`config.mk`:
```
export PLATFORM = sky130hd
export DESIGN_NAME = boot_loader_flat
export DESIGN_NICKNAME = d
export VERILOG_FILES = /design/src/rtl/boot_loader_if.sv /design/src/rtl/boot_loader.sv /design/src/flat_wrapper.sv
export SDC_FILE = /design/constraint.sdc
export NUM_CORES = 1
export LEC_CHECK = 0
export ABC_AREA = 1
export CORE_MARGIN = 2
export CORE_UTILIZATION = 57
export CTS_CLUSTER_SIZE = 14
export DETAILED_ROUTE_END_ITERATION = 8
export PLACE_DENSITY_LB_ADDON = 0.12
export SYNTH_ARGS = -nofsm -noshare
export SYNTH_HDL_FRONTEND = slang
export SYNTH_SLANG_ARGS = --single-unit
```
`constraint.sdc`:
```
create_clock -name clk -period 2.2 [get_ports clk]
set_input_delay 0.33 -clock clk [delete_from_list [all_inputs] [get_ports clk]]
set_output_delay 0.33 -clock clk [all_outputs]
set_load 0.01 [all_outputs]
```
`src/rtl/boot_loader_if.sv`:
```
// Byte-stream input and RAM write port of the boot loader.
// master: byte source / RAM sink side; slave: the loader itself.
interface boot_loader_if #(
  parameter int unsigned ADDR_W = 32
);
  logic              in_valid;
  logic [7:0]        in_data;
  logic              in_ready;
  logic              mem_we;
  logic [ADDR_W-1:0] mem_addr;
  logic [31:0]       mem_wdata;

  modport master (
    output in_valid, in_data,
    input  in_ready, mem_we, mem_addr, mem_wdata
  );

  modport slave (
    input  in_valid, in_data,
    output in_ready, mem_we, mem_addr, mem_wdata
  );
endinterface

```
`src/rtl/boot_loader.sv`:
```
// Byte-stream firmware loader: header (word count), little-endian payload words written to RAM,
// then a zero-sum checksum byte; releases the core only after the whole image is accepted.
module boot_loader #(
  parameter int unsigned       ADDR_W    = 32,
  parameter logic [ADDR_W-1:0] BASE_ADDR = '0,
  parameter int unsigned       MAX_WORDS = 4096,
  parameter int unsigned       TIMEOUT   = 1000000
) (
  input  logic           clk,
  input  logic           rst,
  input  logic           boot_bypass,
  boot_loader_if.slave   bus,
  output logic           core_rst_n,
  output logic           done,
  output logic           err
);

  localparam int unsigned IDX_W = $clog2(MAX_WORDS + 1);

  typedef enum logic [2:0] {StHdr, StData, StSum, StDone, StErr} state_e;

  state_e              state_q, state_d;
  logic                first_q, started_q, started_d;
  logic [1:0]          byte_cnt_q, byte_cnt_d;
  logic [31:0]         shift_q, shift_d;
  logic [7:0]          sum_q, sum_d;
  logic [IDX_W-1:0]    n_q, n_d, idx_q, idx_d;
  logic [31:0]         timer_q, timer_d;
  logic                we_q, we_d;
  logic [ADDR_W-1:0]   addr_q, addr_d;
  logic [31:0]         wdata_q, wdata_d;
  logic [31:0]         word;
  logic                xfer;

  // first_q marks the cycle rst deasserts: bypass is sampled then and no byte is taken.
  assign bus.in_ready = ((state_q == StHdr) && !first_q) || (state_q == StData) ||
                        (state_q == StSum);
  assign xfer         = bus.in_valid & bus.in_ready;
  assign word         = {bus.in_data, shift_q[31:8]};

  assign bus.mem_we    = we_q;
  assign bus.mem_addr  = addr_q;
  assign bus.mem_wdata = wdata_q;
  assign core_rst_n    = (state_q == StDone);
  assign done          = (state_q == StDone);
  assign err           = (state_q == StErr);

  always_comb begin
    state_d    = state_q;
    started_d  = started_q;
    byte_cnt_d = byte_cnt_q;
    shift_d    = shift_q;
    sum_d      = sum_q;
    n_d        = n_q;
    idx_d      = idx_q;
    timer_d    = timer_q;
    we_d       = 1'b0;
    addr_d     = addr_q;
    wdata_d    = wdata_q;

    if (xfer) begin
      shift_d    = word;
      byte_cnt_d = byte_cnt_q + 2'd1;
      sum_d      = sum_q + bus.in_data;
    end

    unique case (state_q)
      StHdr: begin
        if (first_q && boot_bypass) begin
          state_d = StDone;
        end else if (xfer && byte_cnt_q == 2'd3) begin
          if (word > MAX_WORDS) begin
            state_d = StErr;
          end else if (word == 32'd0) begin
            state_d = StSum;
          end else begin
            n_d     = word[IDX_W-1:0];
            idx_d   = '0;
            state_d = StData;
          end
        end
      end
      StData: begin
        if (xfer && byte_cnt_q == 2'd3) begin
          we_d    = 1'b1;
          addr_d  = BASE_ADDR + (ADDR_W'(idx_q) << 2);
          wdata_d = word;
          idx_d   = idx_q + IDX_W'(1);
          if (idx_q == n_q - IDX_W'(1)) state_d = StSum;
        end
      end
      StSum: begin
        if (xfer) state_d = (sum_d == 8'd0) ? StDone : StErr;
      end
      default: ;
    endcase

    // Idle timer: timer_q holds the index of the current idle cycle since the last byte.
    if (state_q == StHdr || state_q == StData || state_q == StSum) begin
      if (xfer) begin
        started_d = 1'b1;
        timer_d   = 32'd1;
      end else if (started_q && TIMEOUT != 0) begin
        timer_d = timer_q + 32'd1;
        if (timer_d >= TIMEOUT) state_d = StErr;
      end
    end
  end

  always_ff @(posedge clk) begin
    if (rst) begin
      state_q    <= StHdr;
      first_q    <= 1'b1;
      started_q  <= 1'b0;
      byte_cnt_q <= '0;
      shift_q    <= '0;
      sum_q      <= '0;
      n_q        <= '0;
      idx_q      <= '0;
      timer_q    <= '0;
      we_q       <= 1'b0;
      addr_q     <= '0;
      wdata_q    <= '0;
    end else begin
      state_q    <= state_d;
      first_q    <= 1'b0;
      started_q  <= started_d;
      byte_cnt_q <= byte_cnt_d;
      shift_q    <= shift_d;
      sum_q      <= sum_d;
      n_q        <= n_d;
      idx_q      <= idx_d;
      timer_q    <= timer_d;
      we_q       <= we_d;
      addr_q     <= addr_d;
      wdata_q    <= wdata_d;
    end
  end

endmodule

```
`src/flat_wrapper.sv`:
```
// flat-port wrapper written by rule: the top's interface ports become plain ports
module boot_loader_flat 
#(
  parameter int unsigned       ADDR_W    = 32,
  parameter logic [ADDR_W-1:0] BASE_ADDR = '0,
  parameter int unsigned       MAX_WORDS = 4096,
  parameter int unsigned       TIMEOUT   = 1000000
)
  (clk, rst, boot_bypass, core_rst_n, done, err, bus_in_valid, bus_in_data, bus_in_ready, bus_mem_we, bus_mem_addr, bus_mem_wdata);
  boot_loader_if #(.ADDR_W(ADDR_W)) bus_i ();
  input  logic clk;
  input  logic rst;
  input  logic boot_bypass;
  output logic core_rst_n;
  output logic done;
  output logic err;
  input wire logic [$bits(bus_i.in_valid)-1:0] bus_in_valid;
  input wire logic [$bits(bus_i.in_data)-1:0] bus_in_data;
  output wire logic [$bits(bus_i.in_ready)-1:0] bus_in_ready;
  output wire logic [$bits(bus_i.mem_we)-1:0] bus_mem_we;
  output wire logic [$bits(bus_i.mem_addr)-1:0] bus_mem_addr;
  output wire logic [$bits(bus_i.mem_wdata)-1:0] bus_mem_wdata;
  assign bus_i.in_valid = bus_in_valid;
  assign bus_i.in_data = bus_in_data;
  assign bus_in_ready = bus_i.in_ready;
  assign bus_mem_we = bus_i.mem_we;
  assign bus_mem_addr = bus_i.mem_addr;
  assign bus_mem_wdata = bus_i.mem_wdata;
  boot_loader #(.ADDR_W(ADDR_W), .BASE_ADDR(BASE_ADDR), .MAX_WORDS(MAX_WORDS), .TIMEOUT(TIMEOUT)) u_core (.clk(clk), .rst(rst), .boot_bypass(boot_bypass), .bus(bus_i), .core_rst_n(core_rst_n), .done(done), .err(err));
endmodule
```
==> results.toml, run 1 <==
[global_routing]
use_met1_pct = 36.60
grt_util_met3_pct = 7.184
antenna_found_initial = 0
grt_first_pass_wirelength_mm = 31.33
grtUsageTotal_pct = 27.00
overflow = 0
grt_pass1_vias = 6642
use_met2_pct = 42.28
grt_max_degree = 71
busiest_layer = "met2"

[cts]
htree_levels = 4
clock_sinks = 143
clkTransAtPathRegs_ns = 0.07
cts_hold_buf = 0
cts_root_buffer = "clkbuf_16"
clk_latency_ns = 0.43
numCtsBuffers = 17
clk_path_buf_depth = 2
cts_tree = "built"

[die]
io_pins = 81
design.core.area_um2 = 13140
die_h_um = 119.4
die_area_um2 = 14250
start_util_pct = 57.76
num_rows = 42
die_w_um = 119.4

[timing]
final-setup-viol-count = 0
rsz0062_at_grt = "true"
max_freq_mhz = 469.1
slew_headroom_pct = 60.07
period_minus_slack_ns = 2.132
finalMaxSlewViolations = 0
hold_violations = 0
worst_pin_slew_ns = 0.5990
fin_skew_ns = 0.01070
fin_crit_sh_pct = 96.90

[layout]
area_growth_pct = 24.09
fin_util_pct = 71.68
nNetsFinal = 1246
fill_cells = 1127
multi_input_area_um2 = 4200
num_antenna_cells = 0
ff_latch_area_um2 = 2884
drive_above_1_share_pct = 15.48

[worst_setup_path]
cp_max_fo = 6
critPathRequiredTime_ns = 1.87
crit_path_start_kind = "flop"
worstReg2RegStart = "u_core.sum_q[0]"
endpoint_kind = "output pin"
ff2ff_path_depth = 15
worstReg2RegEnd = "u_core.state_q[2]"
worstSetupPathType = "reg -> out"
worstPathArrival_ns = 1.80
r2r_slack_ns = 0.12

[power_and_ir_drop]
leakage_nw = 3.936
power_mw = 7.440
power_density_nw_per_um2 = 790.1
vdd_drop_max_uv = 607.8

[yosys]
avgSynthCellArea_um2 = 6.739
ys_seq_elements = 143
async_reset_ff_share_pct = 0
syn_area_um2 = 7589
ys.flop_type = "dfxtp_1"
syn_inst = 1126
synth_edf_count = 0
synth.largest_area_cell = "dfxtp_1"
synth_top_area_share_pct = 37.72
seq_area_frac_synth_pct = 37.72
netlist-cell-type-count = 44
yosysWarnings = 0
netlist_top_cells_area = "dfxtp_1 (38%), nand2_1 (14%), a21oi_1 (7.3%)"

[min_path]
hp-class = "in -> reg"
whs_path_depth = 4
worstHoldStart = "bus_in_data[0]"
whs_endpoint = "u_core.bus.mem_wdata[24]"

[placed_design]
dp_hpwl_mm = 13.21
gp_congestion = 0.8962
io_buffers = 61

[route]
vias = 7337
wl_per_cell_um = 13.33
dr.pass1.iters = 5
vias_per_cell = 5.204
drt_iter0_drc = 419
ant_nets = 0
drc = 0
drt-total-wl_mm = 18.80

[flow_run]
cap_violations = 0

[status]
status = "completed"
## metal layers
metal,vias to the layer above,part of all wire (%)
li1,3798,-
met1,3331,46
met2,185,47
met3,23,5.8
met4,0,1.6
met5,-,0
## registers in the layout, indices dropped and copies added (netlist names)
name,count
u_core.n_q,13
u_core.shift_q,24
u_core.first_q,1
u_core.bus.mem_addr,13
u_core.state_q,3
u_core.sum_q,8
u_core.timer_q,32
u_core.bus.mem_wdata,32
u_core.started_q,1
u_core.idx_q,13
u_core.byte_cnt_q,2
u_core.bus.mem_we,1
## cell usage after synthesis (2+ instances only)
library cell	count
a21oi_1	111
a21oi_2	9
a2bb2oi_1	3
buf_1	2
buf_2	16
buf_4	23
clkbuf_1	17
clkinv_1	4
dfxtp_1	143
ha_1	12
inv_1	105
inv_2	6
nand2_1	279
nand2_2	8
nand3_1	54
nand3_2	3
nand3b_1	12
nand4_1	18
nor2_1	138
nor2_2	14
nor2_4	4
nor3_1	11
nor3_2	2
nor4_1	2
o21ai_0	82
o21ai_1	11
o21bai_1	2
xnor2_1	6
xor2_1	14
## power breakdown
group,switching (mW),internal (mW)
Clock,1.27,1.65
Sequential,0.130,2.76
Combinational,1.00,0.619
## metrics by stage
| stage | hold WS (ns) | cells | instance area, µm² | TNS (ns) | setup slack (ns) |
|---|---|---|---|---|---|
| detailed placement | 0.4648 | 1375 | 8600 | -4.456 | -0.3963 |
| finish | 0.3118 | 1410 | 9417 | 0 | 0.06825 |
| global route | 0.3504 | 1410 | 9417 | -0.07784 | -0.05393 |
| floorplan | 0.3577 | 1144 | 7656 | 0 | 0.2139 |
| CTS | 0.3295 | 1407 | 9204 | 0 | 0.01891 |
| global placement | 0.4593 | 1375 | 8600 | -3.723 | -0.3461 |
## final cells by class
cell class                      instances  area share [%]
Inverter                              115           4.584
Clock buffer                           18           4.664
Timing Repair Buffer                  117           11.45
Tap cell                              176           2.339
Clock inverter                         14           1.727
Multi-Input combinational cell        827           44.61
Sequential cell                       143           30.63
## kinds of logic (layout without fill, tap and decap cells)
family	after synthesis	count (layout)	share of synthesized area, %
AO/OA/AOI/OAI	224	224	15.75
AND/OR/NAND/NOR	550	550	31.53
buffers and inverters	174	264	10.11
XOR/XNOR	21	21	2.605
flip-flops	143	143	37.72
other	1	19	0.04942
adder cells (fa/ha/maj)	13	13	2.242
## cell usage in the layout, fill, tap and decap left out, drive strengths merged
cell,instances
nand2,287
nor2,156
dfxtp,143
inv,122
a21oi,121
o21ai,94
clkdlybuf4s50,59
buf,57
nand3,57
conb,19
nand4,18
clkbuf,18
xor2,14
nor3,14
nand3b,12
ha,12
xnor2,6
clkinv,5
a2bb2oi,3
nor4,3
o21bai,2
xnor3,1
o31ai,1
or2,1
a31oi,1
o211ai,1
and2,1
nor3b,1
a211oi,1
fa,1
bufinv,1
clkinvlp,1
dlymetal6s2s,1
## repair_timing
action / in CTS / in global routing
endpoints found under the setup margin: 2 / 5
resized for setup: 2 / 61
setup buffers: 0 / 3
pin swaps: 0 / 17
gates cloned: 0 / 0
## worst max path at each step
stage / startpoint / end
3_5_place_dp: bus_in_data[0] / u_core.state_q[2]
4_1_cts: u_core.state_q[0] / core_rst_n
3_3_place_gp: bus_in_data[0] / u_core.state_q[2]
2_1_floorplan: bus_in_data[0] / u_core.state_q[2]
5_1_grt: u_core.timer_q[2] / u_core.state_q[2]
6_report: u_core.state_q[0] / core_rst_n
## worst max-delay path, stage by stage, from the launching register on
cell	delay, ns
dfxtp_4	0.40
inv_1	0.13
nor3_1	0.16
buf_4	0.16
clkdlybuf4s50_1	0.53
(Power assumes the default switching activity.)
==> run 2: changes to the inputs <==
CORE_MARGIN = default   (was 2)
CORE_UTILIZATION = 40   (was 57)
CTS_CLUSTER_DIAMETER = 30   (was default)
==> run 2 against run 1 <==
Net effect: first-iteration DRC count rose by 17%; wire length grew 6.6%; flip-flop and latch count unchanged; clock power is 7.5% higher; total power increased by 3.8%; register-to-register slack better by 0.03 ns; worst setup slack better by 0.075 ns; count of clock-buffer cells in the layout down 1; design area up 2.9%; clock skew decreased by 0.0011 ns; critical path depth increased by 11; critical path type is now in -> reg.
==> results.toml, run 2 (synthesized netlist as in run 1, its figures left out) <==
[route]
drt-total-wl_mm = 20.03
dr.pass1.iters = 5
drt_iter0_drc = 491
drc = 0
vias = 7242
ant_nets = 0
vias_per_cell = 4.867
wl_per_cell_um = 13.46

[global_routing]
antenna_found_initial = 0
grt_first_pass_wirelength_mm = 33.15
grtUsageTotal_pct = 21.26
overflow = 0
grt_max_degree = 54
grt_pass1_vias = 6571

[power_and_ir_drop]
vdd_drop_max_uv = 625.9
power_density_nw_per_um2 = 797.5
power_mw = 7.725
leakage_nw = 4.093

[die]
die_h_um = 139.7
start_util_pct = 40.70
io_pins = 81
die_area_um2 = 19530
die_w_um = 139.7
design.core.area_um2 = 18640
num_rows = 50

[worst_setup_path]
crit_path_start_kind = "input port"
worstSetupPathType = "in -> reg"
ff2ff_path_depth = 14
worstPathArrival_ns = 2.40
critPathRequiredTime_ns = 2.55
cp_max_fo = 2
endpoint_kind = "flop"
worstReg2RegStart = "u_core.timer_q[1]"
r2r_slack_ns = 0.15
worstReg2RegEnd = "u_core.state_q[1]"

[layout]
mostFrequentLayoutCells = "nand2_1 (274), dfxtp_1 (127), nor2_1 (120)"
final_cell_count_no_fill = 1488
final_cell_area_um2 = 9687
fin_util_pct = 51.96
area_growth_pct = 27.65
final_common_cell = "nand2_1"
nNetsFinal = 1266
drive_above_1_share_pct = 16.99
num_antenna_cells = 0

[cts]
cts_root_buffer = "clkbuf_16"
clock_sinks = 143
clk_path_buf_depth = 2
cts_tree = "built"
numCtsBuffers = 17
clk_latency_ns = 0.43
htree_levels = 4
clkTransAtPathRegs_ns = 0.07

[timing]
holdWs_ns = 0.3531
fin_skew_ns = 0.009572
setup_ws_ns = 0.1430
final-setup-viol-count = 0
period_minus_slack_ns = 2.057
finalSetupTns_ns = 0
rsz0062_at_grt = "true"
worst_pin_slew_ns = 0.6113
slew_headroom_pct = 59.25
hold_violations = 0
max_freq_mhz = 486.2
finalMaxSlewViolations = 0
fin_crit_sh_pct = 93.50

[placed_design]
place_ws_ns = -0.3952
io_buffers = 61
gp_congestion = 0.8799
dp_hpwl_mm = 14.70
postPlaceCellArea_um2 = 8842
dp_cells = 1454

[min_path]
whs_path_depth = 4
hp-class = "in -> reg"
whs_endpoint = "u_core.bus.mem_wdata[26]"
worstHoldStart = "bus_in_data[2]"

[flow_run]
cap_violations = 0

[status]
status = "completed"
==> run 2: cell count changes in the layout (fill, tap and decap cells not counted), moves of 3 or more <==
| cell | change |
|---|---|
| nand3_1 | +3 |
| buf_4 | +19 |
| nand2_2 | -5 |
| nor2_1 | -7 |
| nor2_2 | +9 |
| nand2_1 | +3 |
==> run 2: critical path: stages <==
cell             delay (ns)
clkdlybuf4s50_1        0.48
ha_2                   0.18
inv_1                  0.05
fa_2                   0.34
buf_4                  0.14
xnor2_1                0.11
nand4_1                0.06
nand2_1                0.06
clkinv_1               0.05
nand3_1                0.07
nor2_2                 0.12
nand4_1                0.12
nand3_1                0.10
nand3_2                0.08
a21oi_2                0.10
==> run 2: power by group <==
group | total (mW) | switching, mW | leakage (nW) | internal, mW
sequential | 2.89 | 0.126 | 1.17 | 2.76
combinational | 1.68 | 1.03 | 2.61 | 0.656
clock | 3.15 | 1.30 | 0.316 | 1.85
==> run 2: cell type report <==
class	count	area, µm²
fillers	1855	8956
flip-flops and latches	143	2885
clock inverters	15	220.2
well taps	234	292.8
multi-input cells	827	4193
clock buffers	17	425.4
inverters	115	431.7
repair buffers	137	1239
==> run 2: how the worst max path moves through the flow <==
stage | from | to | slack [ns] | cells past startpoint
after floorplan | bus_in_data[0] | u_core.state_q[2] | 0.21 | 15
after global placement | bus_in_data[0] | u_core.state_q[2] | -0.37 | 16
after detailed placement | bus_in_data[0] | u_core.state_q[2] | -0.40 | 16
after CTS | u_core.timer_q[1] | u_core.state_q[2] | 0.008 | 14
after global routing | u_core.n_q[3] | u_core.state_q[0] | -0.04 | 14
final | bus_in_data[0] | u_core.state_q[0] | 0.14 | 15
==> run 2: per-layer routing <==
| layer | routed length, µm | GRT usage, % |
|---|---|---|
| met1 | 9947 | 29.54 |
| met2 | 9056 | 33.63 |
| met3 | 833 | 4.026 |
| met4 | 192 | 5.552 |
| met5 | 0 | 0 |
==> run 2: what timing repair did <==
action / CTS / global route
hold buffers: 0 / 0
setup buffers: 0 / 2
endpoints found under the hold margin: 0 / 0
endpoints found under the setup margin: 2 / 10
resized for setup: 6 / 61
pin swaps: 0 / 17
==> run 3: changes to the inputs <==
ABC_AREA = default   (was 1)
==> run 3 against run 2 <==
Net effect: the run now ends with setup timing left; combinational power is 42% lower; wire length is 7.9% lower; design area is 0.58% higher; clock power is 7.3% lower; sequential power is 6% lower; critical path type is now reg -> reg; largest cell class unchanged.
==> results.toml, run 3 <==
[global_routing]
grtUsageTotal_pct = 21.29
grt_first_pass_wirelength_mm = 30.53
grt_max_degree = 43
grt_pass1_vias = 6000
overflow = 0
antenna_found_initial = 0

[cts]
cts_tree = "built"
clock_sinks = 143
clk_path_buf_depth = 2
cts_root_buffer = "clkbuf_16"
clkTransAtPathRegs_ns = 0.06
clk_latency_ns = 0.43
htree_levels = 4
numCtsBuffers = 17

[die]
die_h_um = 135.5
design.core.area_um2 = 17360
io_pins = 81
die_area_um2 = 18350
start_util_pct = 41.05
num_rows = 48
die_w_um = 135.5

[worst_setup_path]
crit_path_start_kind = "flop"
r2r_slack_ns = -0.39
critPathRequiredTime_ns = 2.52
ff2ff_path_depth = 10
worstReg2RegStart = "u_core.sum_q[0]"
worstPathArrival_ns = 2.90
endpoint_kind = "flop"
cp_max_fo = 2
worstReg2RegEnd = "u_core.state_q[2]"
worstSetupPathType = "reg -> reg"

[timing]
period_minus_slack_ns = 2.586
rsz0062_at_grt = "true"
fin_crit_sh_pct = 117.5
slew_headroom_pct = 65.88
hold_violations = 0
holdWs_ns = 0.3025
worst_pin_slew_ns = 0.5118
setup_ws_ns = -0.3856
finalMaxSlewViolations = 0
max_freq_mhz = 386.8
final-setup-viol-count = 3
fin_skew_ns = 0.01110

[yosys]
ys.flop_type = "dfxtp_1"
synth.largest_area_cell = "dfxtp_1"
netlist-cell-type-count = 64
synth.most_common_cell = "nand2_1"
syn_inst = 893
synth_common_cells = "nand2_1 (182), dfxtp_1 (143), nor2_1 (97)"
seq_area_frac_synth_pct = 40.18
synth_edf_count = 0
synth_top_area_share_pct = 40.18
yosysWarnings = 0
avgSynthCellArea_um2 = 7.978
async_reset_ff_share_pct = 0
syn_area_um2 = 7124
ys_seq_elements = 143
netlist_top_cells_area = "dfxtp_1 (40%), nand2_1 (9.6%), a21oi_1 (6.7%)"

[layout]
nNetsFinal = 1096
num_antenna_cells = 0
drive_above_1_share_pct = 22.14
mostFrequentLayoutCells = "nand2_1 (180), buf_4 (151), dfxtp_1 (137)"
final_common_cell = "nand2_1"
area_growth_pct = 36.76
ff_latch_area_um2 = 2873
fin_util_pct = 56.13
fill_cells = 1633
final_cell_count_no_fill = 1309
multi_input_area_um2 = 4106

[placed_design]
dp_cells = 1273
io_buffers = 61
gp_congestion = 0.8783
dp_hpwl_mm = 13.33

[min_path]
whs_path_depth = 1
whs_endpoint = "u_core.first_q"
hp-class = "in -> reg"
worstHoldStart = "rst"

[route]
drt-total-wl_mm = 18.44
drc = 0
ant_nets = 0
drt_iter0_drc = 355
vias = 6429
dr.pass1.iters = 4
vias_per_cell = 4.911
wl_per_cell_um = 14.09

[status]
violations = "setup timing"
status = "finished, violations left"

[power_and_ir_drop]
vdd_drop_max_uv = 571.0
leakage_nw = 3.739
power_density_nw_per_um2 = 679.0
power_mw = 6.616

[flow_run]
cap_violations = 0
## run 3: critical path, stage by stage, from the launching register on
cell and delay [ns]:
dfxtp_4 0.36, ha_4 0.14, inv_2 0.04, fa_2 0.37, xnor2_2 0.15, or4b_4 0.48, o22ai_2 0.18, o2111ai_2 0.15
a2111oi_4 0.27, nor3b_2 0.10, o31a_1 0.25
## run 3: worst max path at each step
stage	startpoint	end	slack [ns]
2_1_floorplan	u_core.sum_q[0]	u_core.state_q[2]	-0.26
3_3_place_gp	bus_in_data[0]	u_core.state_q[2]	-0.99
3_5_place_dp	bus_in_data[0]	u_core.state_q[2]	-1.01
4_1_cts	u_core.sum_q[0]	u_core.state_q[2]	-0.49
5_1_grt	u_core.sum_q[0]	u_core.state_q[1]	-0.53
6_report	u_core.sum_q[0]	u_core.state_q[2]	-0.39
## run 3: final cells by class
type                       count  area share (%)
sequential                   143           29.49
tap                          225           2.889
clock inverter                13           1.554
inverter                      13          0.5008
timing repair buffer         217           18.88
multi-input combinational    679           42.15
clock buffer                  19           4.546
## run 3: logic make-up after synthesis
kind of cell	after synthesis	share of synthesized area, %
AO/OA/AOI/OAI	144	12.28
multiplexers	22	3.126
buffers and inverters	89	5.918
adder cells (fa/ha/maj)	13	2.388
AND/OR/NAND/NOR	405	26.71
flip-flops	143	40.18
XOR/XNOR	76	9.343
other	1	0.05264
## run 3: repair_timing
item	4_1_cts	5_1_grt
buffers inserted	4	0
setup endpoints to repair	20	48
pin swaps	9	8
hold buffers	0	0
gates resized for setup	21	20
## run 3: through the flow
step	cell area, µm²	TNS, ns	setup WS [ns]
3_5_place_dp	8937	-15.80	-1.010
3_3_place_gp	8937	-15.92	-0.9892
2_1_floorplan	7229	-0.7049	-0.2618
4_1_cts	9666	-1.427	-0.4895
5_1_grt	9743	-1.714	-0.5279
6_report	9743	-1.105	-0.3856
## run 3: layer usage
layer  share of wire [%]  wire [µm]  global-route usage [%]
met5                   0          0                       0
met4                 1.5        281                   7.241
met3                 2.8        516                   3.404
met2                  46       8438                   33.62
met1                  50       9202                   29.33
## run 3: power by group
part	leakage, nW	total (mW)	internal (mW)	switching [mW]
combinational	2.29	0.971	0.442	0.529
clock	0.289	2.92	1.72	1.20
sequential	1.16	2.72	2.66	0.0604
total	3.74	6.62	4.83	1.79
